--- config.mk ---
export PLATFORM = sky130hd
export DESIGN_NAME = index_mask_decoder
export DESIGN_NICKNAME = d
export VERILOG_FILES = /design/src/rtl/index_mask_decoder.sv
export SDC_FILE = /design/constraint.sdc
export NUM_CORES = 1
export LEC_CHECK = 0
export CORE_ASPECT_RATIO = 1.4
export CORE_MARGIN = 3
export CORE_UTILIZATION = 50
export DETAILED_ROUTE_END_ITERATION = 10
export PLACE_DENSITY_LB_ADDON = 0.1
export SLEW_MARGIN = 20
export SYNTH_ARGS = -nofsm -noshare
export SYNTH_HDL_FRONTEND = slang
export SYNTH_SLANG_ARGS = --single-unit
--- constraint.sdc ---
create_clock -name aclk -period 2.3 [get_ports aclk]
set_clock_uncertainty 0.05 [all_clocks]
set_input_delay 0.23 -clock aclk [delete_from_list [all_inputs] [get_ports aclk]]
set_output_delay 0.23 -clock aclk [all_outputs]
set_load 0.05 [all_outputs]
--- src/rtl/index_mask_decoder.sv ---
// Rebuilds a WIDTH-bit mask from an AXI-Stream of bit indices (one per beat, framed by tlast).
// Optional duplicate-index detection on m_axis_tuser[1] when INDEX_MASK_DUP_DETECT_EN is defined.
module index_mask_decoder #(
  parameter int WIDTH = 8,
  parameter int CNTW  = 8,
  localparam int IDXW = (WIDTH > 1) ? $clog2(WIDTH) : 1
) (
  input  logic             aclk,
  input  logic             aresetn,
  input  logic [IDXW-1:0]  s_axis_tdata,
  input  logic             s_axis_tvalid,
  input  logic             s_axis_tlast,
  output logic             s_axis_tready,
  output logic [WIDTH-1:0] m_axis_tdata,
  output logic [CNTW-1:0]  m_axis_tcount,
  output logic [1:0]       m_axis_tuser,
  output logic             m_axis_tvalid,
  input  logic             m_axis_tready
);

  logic [WIDTH-1:0] acc;
  logic [CNTW-1:0]  cnt;
  logic             oor;

  logic             accept;
  logic             in_range;
  logic [WIDTH-1:0] onehot;
  logic [CNTW-1:0]  cnt_inc;
  logic             oor_pkt;
  logic             dup_pkt;

  // The single output register frees up whenever it is empty or being drained this cycle.
  assign s_axis_tready = !m_axis_tvalid || m_axis_tready;
  assign accept        = s_axis_tvalid && s_axis_tready;

  // Out-of-range indices only exist when WIDTH is not a power of two; they decode to zero.
  assign in_range = (32'(s_axis_tdata) < WIDTH);
  assign onehot   = in_range ? (WIDTH'(1) << s_axis_tdata) : '0;
  assign cnt_inc  = (&cnt) ? cnt : cnt + CNTW'(1);
  assign oor_pkt  = oor || !in_range;

`ifdef INDEX_MASK_DUP_DETECT_EN
  logic dup;

  always_ff @(posedge aclk or negedge aresetn) begin
    if (!aresetn) begin
      dup <= 1'b0;
    end else if (accept) begin
      dup <= s_axis_tlast ? 1'b0 : dup_pkt;
    end
  end

  assign dup_pkt = dup || (|(acc & onehot));
`else
  assign dup_pkt = 1'b0;
`endif

  // NOTE: sequential state uses non-blocking assignments so every flop samples pre-edge values.
  always_ff @(posedge aclk or negedge aresetn) begin
    if (!aresetn) begin
      acc           <= '0;
      cnt           <= '0;
      oor           <= 1'b0;
      m_axis_tvalid <= 1'b0;
      m_axis_tdata  <= '0;
      m_axis_tcount <= '0;
      m_axis_tuser  <= '0;
    end else begin
      if (m_axis_tvalid && m_axis_tready) begin
        m_axis_tvalid <= 1'b0;
      end
      if (accept) begin
        if (s_axis_tlast) begin
          // A last beat overrides the drain above, so back-to-back packets keep tvalid high.
          m_axis_tvalid <= 1'b1;
          m_axis_tdata  <= acc | onehot;
          m_axis_tcount <= cnt_inc;
          m_axis_tuser  <= {dup_pkt, oor_pkt};
          acc           <= '0;
          cnt           <= '0;
          oor           <= 1'b0;
        end else begin
          acc <= acc | onehot;
          cnt <= cnt_inc;
          oor <= oor_pkt;
        end
      end
    end
  end

endmodule

# Word level (Yosys, flattened, before mapping)
# Cells that the tools add are included.
dict set report word_totals {
  register_bits 33
  inputBits 8
  out_inout_bits 20
  word_cells 20
}
dict set report classes {
  add_sub_neg 1
  shifts 1
  mux 6
  bitwise 1
  reduce_logical 6
}
# cell count
set ops {}
lappend ops {{two-way mux 8 bit} 3}
lappend ops {{adder 8 x 1 -> 8 bit, second input constant} 1}
lappend ops {{bitwise OR 8 bit} 1}
lappend ops {{AND reduction 8 bit} 1}
lappend ops {{left shift 1 x 3 -> 8 bit, first input constant} 1}
lappend ops {{two-way mux 1 bit} 3}
lappend ops {{logical AND 1 bit} 2}
lappend ops {{AND reduction 2 bit} 1}
lappend ops {{logical NOT 1 bit} 1}
lappend ops {{logical OR 1 bit} 1}

# Depth between registers and ports, before layout
# Gate-level depths: netlist of run 1.
dict set report depth {
  word_depth 4
  ltp_mapped 7
  depth_no_buf 5
}

# Worst setup path after synthesis of run 1
# Ideal clock, no wire load.
dict set report synth_path {
  path_kind {reg2reg}
  startpoint {reg m_axis_tvalid}
  endpoint {reg acc[5]}
  setup_time_ns 0.119
  t_arrival_ns 1.490
  required_ns 2.131
  setup_slack_ns 0.640
  stages_incl_launch_ff 8
  path_buffers 3
  synth_period_minus_slack_ns 1.660
  cell_sequence {dfrtp_1 nand2b_4 buf_6 and2_1 buf_6 buf_6 a31oi_1 nor2_1}
}
dict set report synth_via {
  elab_chain_cells 3
}
# element line_no
set synth_lines {}
lappend synth_lines {{from (decl)} 17} ;# output logic m_axis_tvalid,
lappend synth_lines {{from (signal assigned)} 64} ;# m_axis_tvalid <= 1'b0;
lappend synth_lines {{from (signal assigned)} 70} ;# m_axis_tvalid <= 1'b0;
lappend synth_lines {{from (signal assigned)} 75} ;# m_axis_tvalid <= 1'b1;
lappend synth_lines {{logical NOT 1 bit} 33} ;# assign s_axis_tready = !m_axis_tvalid || m_axis_tready;
lappend synth_lines {{logical OR 1 bit} 33}
lappend synth_lines {{named net s_axis_tready} 13} ;# output logic s_axis_tready,
lappend synth_lines {{logical AND 1 bit} 34} ;# assign accept = s_axis_tvalid && s_axis_tready;
lappend synth_lines {{to (signal assigned)} 83} ;# acc <= acc | onehot;
lappend synth_lines {{to (decl)} 21} ;# logic [WIDTH-1:0] acc;
# The timed path passes the listed nets, and every way through them passes these cells.
# A chain may end at the register's enable or synchronous reset.

# Worst setup path after layout of run 1
dict set report layout_path {
  startpoint {in m_axis_tready}
  endpoint {out s_axis_tready}
}
dict set report layout_via {
  elab_chain_cells 1
}
# element line_no
set layout_lines {}
lappend layout_lines {{from (decl)} 18} ;# input logic m_axis_tready
lappend layout_lines {{logical OR 1 bit} 33}
lappend layout_lines {{to (decl)} 13}
# No other way between the ends.

==> results.txt, run 1 <==
* Status: complete, no violations
* Minimum period implied by the final worst setup slack: 1920 ps
- Detailed placement ended at an HPWL of 2460 um.
- Final cycle utilization of the critical path: 83.4%
- The critical path is of the primary input to output port type.
- Via count of the routed design: 1282
- In the final layout, the share of cells above drive strength 1 is 8.33%.
* Vertical die dimension: 73.6 um
- CTS H-tree depth: 2
- Peak supply drop: 607 uV
* Congestion Overflow GR: 0
- Tightest Pin Transition: 510 ps
- Critical-path cell with the highest stage delay: clkdlybuf4s50_1
* Slew Viols, Final: 0
- In the routed layout, each cell is associated on average with a via count of 5.60.
- The path class of the tightest hold or removal check is primary input to async pin.
* Final Routed Wirelength: 3350 um
* Clock latency on the worst-skew pair: 280 ps
- CTS tree: built
* GRT Total Usage: 19.4%
* Number of nets in the layout: 200
- Clock root cell: clkbuf_8
- Clock-pin slew was measured on the worst setup and hold paths at 60 ps.
- The number of global-route vias before repair came to 1212.
* RePlAce Congestion: 0.875
* Number of buffers between clock root and the deepest sink: 2
- YS warnings: 0
- Remaining antenna violation count: 0
- Number of synthesized register bits: 33
- The number of antenna violations at the first check in global routing was 0.
* Max-cap violations: 0
- Die width: 54.3 um
- # hold bufs at CTS: 0
* Setup WS post-layout: 382 ps
* Area added between synthesis and finish: 18.5%
- STA puts the critical path data required time at 2020 ps.
- In this design, the critical path's most frequently occurring cell is clkdlybuf4s50_1.
* Kind of capture point of the worst setup path: output port
- Fin Setup TNS: 0 ps
- Largest net degree at the start of global routing: 34
* Power after layout: 1.63 mW
* Internal Pwr Total: 1.04 mW
- Highest net fanout along the worst path: 6
* Quantity of gates resized following cts: 0
- In the synthesized netlist the async set-or-reset flop fraction comes to 100%.
* Count of buffers from port buffering: 25
* Synthesized instance count: 169
- The worst pin sits at a relative slew slack of 65.9%.
* Cell leakage power: 0.861 nW
- For this design the total switching power over the nets is 0.586 mW.
* Global-route wire length before repair: 5420 um
* Initial detailed-routing violation count: 35
- Wire per inst: 14.6 um
- Prior to clock tree synthesis, the placed netlist has a worst setup slack of 378 ps.
- Commonest register cell after synthesis: dfrtp_1
- Type of origin of the critical path: primary input
- Number of buffers inserted during clock tree synthesis: 5
* P per Cell Area: 840 nW/um^2
- Delay contributed by the slowest stage of the critical path: 800 ps
- The first detailed-routing pass took 4 iterations.
- For this design the top-level I/O count stands at 28.
- Gate power share: 29.7%
* Setup repair after global routing missed its margin: false
- At the worst endpoint, the arrival time is 1640 ps.
* Clock Power Share: 25.3%
- Number of flops mapped to enable cells by yosys: 0
- Sequential-to-total area share from yosys stat: 50.6%
* Peak clock frequency supported by timing: 0.521 GHz
- Counting every sink on the clock net gives 33.
- Post-synthesis average cell area: 9.66 um^2
- After clock tree synthesis, the setup repair step added 0 buffers.
* Portion of total power attributed to sequential cells: 44.9%
* Switching Share: 36.1%
- Crit path cell chain: clkdlybuf4s50_1 -> nand2b_4 -> clkdlybuf4s50_1
- The mapped netlist covers 1630 um^2.
* Core area: 2990 um^2
* Final hold violations: 0
- Initial Utilization: 54.6%
* Number of distinct standard cells referenced by the synthesized netlist: 40
- The repair_antennas step left the layout with diodes totalling 0.
- Rows: 23
- Floorplan die area: 4000 um^2
- In the routed design, unresolved DRC markers number 0.
* Count of final setup violators: 0
[registers in the layout (all words and copies together) (netlist names)]
name,cells
m_axis_tdata,8
m_axis_tcount,8
cnt,8
m_axis_tvalid,1
acc,8
[layout by cell type (no fill, tap or decap), types with 3 or more instances in the layout]
master and n:
nor2_1 17, buf_4 4, clkdlybuf4s50_1 25, a21oi_1 13, inv_1 3, nand3_1 4, o21ai_1 5, clkbuf_8 5
nand2_1 17, o21ai_0 9, nor3_1 4, a31oi_1 11, dfrtp_1 33, and3_1 4
[layout make-up]
cell class,instances,area [um^2]
fillers,254,1060
flip-flops and latches,33,826
well taps,37,46.3
inverters,3,11.3
repair buffers,29,280
clock inverters,2,10.0
clock buffers,6,72.6
multi-input cells,119,688
[worst max-delay path: cells and delay by family]
kind | cells | cell delay, ps
buf+inv | 2 | 1260
simple gates | 1 | 140
[final timing paths]
kind                                                   from                          end  slack (ps)  cells past startpoint
max in group asynchronous                           aresetn           cnt[1]$_DFFE_PN0P_        1600                      2
worst min register to register  m_axis_tdata[4]$_DFFE_PN0P_  m_axis_tdata[4]$_DFFE_PN0P_         410                      2
worst max register to register           cnt[0]$_DFFE_PN0P_           cnt[0]$_DFFE_PN0P_         580                      5
worst min-delay path                                aresetn  m_axis_tdata[2]$_DFFE_PN0P_         300                      2
min in group aclk               m_axis_tdata[4]$_DFFE_PN0P_  m_axis_tdata[4]$_DFFE_PN0P_         410                      2
worst max-delay path                          m_axis_tready                s_axis_tready         380                      3
[layer usage]
layer | track usage [%] | vias to the layer above | share of wire (%)
li1 | - | 644 | -
met4 | 13.3 | 0 | 4.0
met3 | 5.88 | 10 | 6.1
met2 | 32.5 | 41 | 51
met5 | 0 | - | 0
met1 | 19.7 | 587 | 39
[cells in the mapped netlist (2+ instances only)]
cell type	n	area, um^2
dfrtp_1	33	826
nand2_1	17	63.8
nor2_1	17	63.8
a21oi_1	13	65.1
a31oi_1	11	68.8
o21ai_0	9	45.0
buf_2	5	25.0
buf_6	5	56.3
o21ai_1	5	25.0
and3_1	4	25.0
nand3_1	4	20.0
nor3_1	4	20.0
buf_4	3	22.5
inv_1	3	11.3
a21o_1	2	15.0
a22o_1	2	17.5
a41oi_1	2	17.5
and2_1	2	12.5
clkbuf_1	2	7.51
nand4_1	2	12.5
nor2b_1	2	12.5
nor4_1	2	12.5
o21a_1	2	15.0
o31ai_1	2	15.0
[metrics by stage]
step           hold WS, ps  util, %  area (um^2)  instances
6_report               303     64.6         1930        229
5_1_grt                329     64.6         1930        229
4_1_cts                304     64.6         1930        229
3_5_place_dp           405     61.9         1850        221
3_3_place_gp           400     61.9         1850        221
2_1_floorplan         -116        -         1640        170
[power groups by stage]
stage | Combinational (mW) | Clock (mW) | Sequential, mW
after floorplan | 0.183 | 0 | 0.898
after global placement | 0.480 | 0 | 0.735
after detailed placement | 0.488 | 0 | 0.740
after CTS | 0.489 | 0.429 | 0.730
after global routing | 0.517 | 0.459 | 0.743
final | 0.484 | 0.412 | 0.730
[logic make-up after synthesis]
kind of cell	synth area share, %
adder cells (fa/ha/maj)	0.766
multiplexers	0.613
flip-flops	50.6
buffers and inverters	7.51
AND/OR/NAND/NOR	19.8
other	0.230
XOR/XNOR	1.07
AO/OA/AOI/OAI	19.4
Note: power is estimated with default switching activity, not from simulation.
==> run 2: changes to the inputs <==
clock period = 1.85 ns   (was 2.3 ns; I/O delays follow)
==> results.txt, run 2 (synthesis results as in run 1) <==
* Status: complete, no violations
* Count of inserted antenna diode cells: 0 (unchanged)
- Startpoint of the worst register-to-register path: cnt[0]$_DFFE_PN0P_
* Power after layout: 2.04 mW (+26%)
* DRC violations left: 0 (unchanged)
- Max-cap violations: 0 (unchanged)
* Proportion of layout cells with a drive suffix above 1: 9.79% (+1.5 points)
* Count of final setup violators: 0 (unchanged)
- The routed length per placed instance was 15.7 um (+7.6%).
- Clock sink total: 33 (unchanged)
- The data required time of the critical path is 1960 ps (-60 ps).
* FF-to-FF path depth: 5 (unchanged)
- Multi-input combinational cell area: 688 um^2 (unchanged)
- Clock-pin slew on the worst setup and hold paths: 70 ps (about the same)
* Worst path arrival time: 1850 ps (+210 ps)
* Number of buffers between clock root and the deepest sink: 2 (unchanged)
- I/O pin count: 28 (unchanged)
- GRT Total Usage: 21.1% (+1.7 points)
- The highest net fanout along the worst path is 10 (+4).
* Number of buffers inserted during clock tree synthesis: 5 (unchanged)
- Tightest slew margin relative to the limit: 66.4% (+0.52 points)
* Design area: 1960 um^2 (+1.3%)
- The row count was 23 (unchanged).
* Core area: 2990 um^2 (unchanged)
- Storage element area: 826 um^2 (unchanged)
- The ratio of total power to cell area was 1040 nW/um^2 (+24%).
- Final Routed Wirelength: 3630 um (+8.6%)
- Setup WS post-layout: 107 ps (-275 ps)
- The floorplan die area was 4000 um^2 (unchanged).
- The critical path starts at cnt[0]$_DFFE_PN0P_.
* RePlAce Congestion: 0.914 (+4.5%)
- Initial Utilization: 54.6% (unchanged)
- The detailed-route vias per instance came to 5.79 (+3.4%).
* Kind of capture point of the worst setup path: flop
* Vertical die dimension: 73.6 um (unchanged)
* Post-placement cell area: 1880 um^2 (+1.4%)
- In this run the critical register-to-register path is captured at cnt[0]$_DFFE_PN0P_.
- Clock root cell: clkbuf_8
- Peak clock frequency supported by timing: 0.574 GHz
- The first-iteration detailed-routing DRC count was 41 (+17%).
- The leakage component of the power came to 0.877 nW (+1.9%).
- The pin count of the biggest net entering global routing was 34 (unchanged).
- The final critical path takes up 94.2% of the cycle.
- Quantity of gates resized following cts: 0 (unchanged)
- The accumulated negative setup slack was 0 ps (unchanged).
- Remaining antenna violation count: 0 (unchanged)
- The width of the die came to 54.3 um (unchanged).
* Global-route wire length before repair: 5950 um (+9.8%)
- The deepest level of the CTS H-tree is 2 (unchanged).
- Fill cells: 273 (+7.5%)
* Slew Viols, Final: 0 (unchanged)
* Final hold violations: 0 (unchanged)
- The number of vias after detailed routing came to 1337 (+4.3%).
- The count of nets after finishing came to 202 (+1.0%).
* Hold Path Class: primary input to async pin
- The detailed-routing iteration count for the pre-antenna-repair pass came to 4 (unchanged).
- CTS tree: built
- Commonest non-fill, non-tap cell in the layout: dfrtp_1
- The final global-route overflow total is 0 (unchanged).
- Detail Placement HPWL: 2620 um (+6.8%)
* Reg2reg setup slack: 110 ps (-470 ps)
- The area growth from synthesis to layout is 20.0%.
- Setup repair after global routing missed its margin: false
- In the layout the commonest cells are 33 x dfrtp_1, 24 x clkdlybuf4s50_1, 17 x nand2_1, 17 x nor2_1, 13 x a21oi_1.
* Worst setup slack before clock tree synthesis: 152 ps (-225 ps)
- Clock latency on the worst-skew pair: 280 ps (about the same)
- The number of antenna violations at the first check in global routing was 0 (unchanged).
- Type of origin of the critical path: flop
* Count of buffers from port buffering: 25 (unchanged)
* Post-layout util: 65.5% (+0.84 points)
- The transition time at the pin with the least slew margin was 502 ps (-7.85 ps).
- The setup path with the least slack is of type flop to flop.
- Number of buffers added for setup after CTS: 0 (unchanged)
- Minimum period implied by the final worst setup slack: 1740 ps
- Peak supply drop: 761 uV (+25%)
- # hold bufs at CTS: 0 (unchanged)
* Vias in the first global route: 1337 (+10%)
[run 2: critical path: stages, from the launching register on]
cell	delay [ps]
dfrtp_1	430
ha_1	270
and2_1	380
nand3_4	160
a31oi_1	220
o22ai_1	110
[run 2: layout make-up]
type | count | area share [%]
clock buffers | 6 | 3.70
clock inverters | 2 | 0.511
inverters | 3 | 0.575
multi-input cells | 119 | 35.1
flip-flops and latches | 33 | 42.1
well taps | 37 | 2.36
repair buffers | 31 | 15.6
[run 2: how the worst max path moves through the flow]
stage	cells after the start	endpoint
finish	5	cnt[0]$_DFFE_PN0P_
global route	5	cnt[0]$_DFFE_PN0P_
CTS	1	m_axis_tvalid
detailed placement	5	cnt[0]$_DFFE_PN0P_
global placement	6	cnt[4]$_DFFE_PN0P_
floorplan	7	acc[5]$_DFFE_PN0P_
[run 2: stage by stage]
stage | hold WS, ps | cells
6_report | 262 | 231
2_1_floorplan | -161 | 170
5_1_grt | 284 | 231
3_3_place_gp | 399 | 223
3_5_place_dp | 416 | 223
4_1_cts | 268 | 231
[run 2: report_power, final]
| part | internal (mW) | switching [mW] | total [mW] |
|---|---|---|---|
| Clock | 0.260 | 0.259 | 0.519 |
| Combinational | 0.216 | 0.399 | 0.614 |
| Sequential | 0.823 | 0.0862 | 0.909 |
| Total | 1.30 | 0.744 | 2.04 |
[run 2: per-layer routing]
metal / vias to the layer above / track usage [%] / routed length, um
met2: 45 / 37.4 / 1970
met3: 6 / 4.87 / 176
li1: 647 / - / -
met5: - / 0 / 0
met4: 0 / 10.2 / 74
met1: 639 / 22.4 / 1410
==> run 3: changes to the inputs <==
REMOVE_ABC_BUFFERS = 1   (was unset)
==> results.txt, run 3 (synthesis results as in run 1) <==
* Hold Path Class: primary input to async pin
* Clock latency on the worst-skew pair: 280 ps (about the same)
* Crit path cell chain: clkdlybuf4s50_1
- The worst endpoint data arrival time came to 1490 ps (-360 ps).
- Clock root cell: clkbuf_8
* Area added between synthesis and finish: 20.3%
* CTS tree: built
- Tightest slew margin relative to the limit: 66.6% (+0.21 points)
- Number of nets in the layout: 202 (unchanged)
* Global route hottest layer: met2
- The width of the die came to 54.3 um (unchanged).
* Remaining antenna violation count: 0 (unchanged)
- GRT Total Usage: 20.4% (-0.62 points)
* Setup repair after global routing missed its margin: false
- The number of instances in the placed design came to 223 (unchanged).
- The placeable core area came to 2990 um^2 (unchanged).
* Critical path data required time: 1620 ps (-340 ps)
- Minimum period implied by the final worst setup slack: 1730 ps (-15.8 ps)
* Number of buffers added for setup after CTS: 0 (unchanged)
* P per Cell Area: 1050 nW/um^2 (+0.44%)
- Count of buffers from port buffering: 25 (unchanged)
- The detailed-route vias per instance is 5.72 (-1.2%).
- Final hold violations: 0 (unchanged)
- CTS H-tree depth: 2 (unchanged)
- The transition time at the pin with the least slew margin was 499 ps (-3.18 ps).
- Non-Filler Instances: 230 (-0.43%)
- The worst setup path is captured at an output port.
- Global-route wire length before repair: 5800 um (-2.5%)
- The max-cap violation count is 0 (unchanged).
- Detail Placement HPWL: 2490 um (-5.0%)
- The floorplan die area is 4000 um^2 (unchanged).
- DRC violations left: 0 (unchanged)
- The flow ran to the end, and the final reports show no timing, DRC or antenna violations.
- The critical path in this run is classified as flop to output port.
- Type of origin of the critical path: flop
* Setup WS post-layout: 123 ps (+15.8 ps)
- The number of cells traversed by the worst register-to-register path came to 4 (-1).
- The highest clock rate was 0.579 GHz (+0.91%).
- Capture point of the worst reg-to-reg path: m_axis_tcount[6]$_DFFE_PN0P_
- Clock sink total: 33 (unchanged)
* Buffers & Inverters on Critical Path: 1 (+1)
- The reg2reg setup slack is 230 ps (+120 ps).
- The fraction of met3 tracks used by global routing is 5.07% (+0.20 points).
* Largest net degree at the start of global routing: 34 (unchanged)
- Quantity of gates resized following cts: 0 (unchanged)
* Initial DRT Pass Iterations: 4 (unchanged)
* Power after layout: 2.06 mW (+0.70%)
- The worst hold slack came to 250 ps (-12.0 ps).
- In the layout the commonest cells are 33 x dfrtp_1, 24 x clkdlybuf4s50_1, 17 x nand2_1, 17 x nor2_1, 13 x a21oi_1.
- The I/O pin total was 28 (unchanged).
- The register clock-pin slew on the reported worst setup and hold paths is 70 ps (about the same).
- The buffer levels on the longest clock path was 2 (unchanged).
- The global placement routability congestion came to 0.886 (-3.1%).
* Initial Utilization: 54.6% (unchanged)
- The highest net fanout along the worst path was 2 (-8).
- The routed wire length was 3410 um (-6.0%).
- Commonest non-fill, non-tap cell in the layout: dfrtp_1
* Vertical die dimension: 73.6 um (unchanged)
* # hold bufs at CTS: 0 (unchanged)
- Worst setup slack before clock tree synthesis: 174 ps (+22.0 ps)
- Crit path max-delay family: buffers and inverters
- The row count came to 23 (unchanged).
- Startpoint of the worst register-to-register path: cnt[0]$_DFFE_PN0P_
- The leakage component of the power came to 0.878 nW (about the same).
- The longest individual stage delay on the worst path was 820 ps (+390 ps).
- The routed length per placed instance is 14.8 um (-5.6%).
- The total CTS buffers came to 5 (unchanged).
- Final cycle utilization of the critical path: 93.3% (-0.85 points)
* Peak supply drop: 771 uV (+1.3%)
- The accumulated negative setup slack came to 0 ps (unchanged).
- The number of slew-limit violations in the final report came to 0 (unchanged).
- The most critical setup path has its startpoint at m_axis_tvalid$_DFF_PN0_.
* Vias in the first global route: 1289 (-3.6%)
- The number of antenna violations at the first check in global routing is 0 (unchanged).
- Count of inserted antenna diode cells: 0 (unchanged)
* Congestion Overflow GR: 0 (unchanged)
- The final count of negative-setup-slack endpoints came to 0 (unchanged).
* Initial detailed-routing violation count: 51 (+24%)
- Critical-path cell with the highest stage delay: clkdlybuf4s50_1
- The number of vias after detailed routing is 1315 (-1.6%).
- Proportion of layout cells with a drive suffix above 1: 9.84% (+0.051 points)
- Met2 Resource Use GR: 35.2% (-2.3 points)
- Fraction of met1 tracks used by global routing: 22.3% (about the same)
## run 3: cell types whose count changed in the layout (fill, tap and decap cells not counted), sizes merged
cell | before | now
clkinv | 2 | 0
clkbuf | 6 | 7
## run 3: metal layers
metal / wire length [um] / up-vias / part of all wire (%)
met1: 1330 / 622 / 39
li1: - / 647 / -
met3: 169 / 5 / 5.0
met5: 0 / - / 0
met2: 1840 / 41 / 54
met4: 78 / 0 / 2.3
## run 3: power by group
group	switching [mW]	internal (mW)
clock	0.246	0.295
sequential	0.0884	0.823
combinational	0.391	0.214
total	0.725	1.33
## run 3: stage by stage
stage | util (%) | area (um^2)
after floorplan | - | 1530
after global placement | 62.7 | 1880
after global routing | 65.6 | 1960
after CTS | 65.6 | 1960
after detailed placement | 62.7 | 1880
final | 65.6 | 1960
## run 3: cell type report
type                    instances  area (um^2)
clock buffers                   7         86.3
fillers                       264         1030
inverters                       3         11.3
multi-input cells             119          689
flip-flops and latches         33          826
well taps                      37         46.3
repair buffers                 31          305
## run 3: how the worst max path moves through the flow
| stage | to | cells after the start |
|---|---|---|
| after floorplan | cnt[4]$_DFFE_PN0P_ | 4 |
| after global placement | cnt[5]$_DFFE_PN0P_ | 5 |
| after detailed placement | cnt[0]$_DFFE_PN0P_ | 5 |
| after CTS | m_axis_tvalid | 1 |
| after global routing | cnt[7]$_DFFE_PN0P_ | 5 |
| final | m_axis_tvalid | 1 |
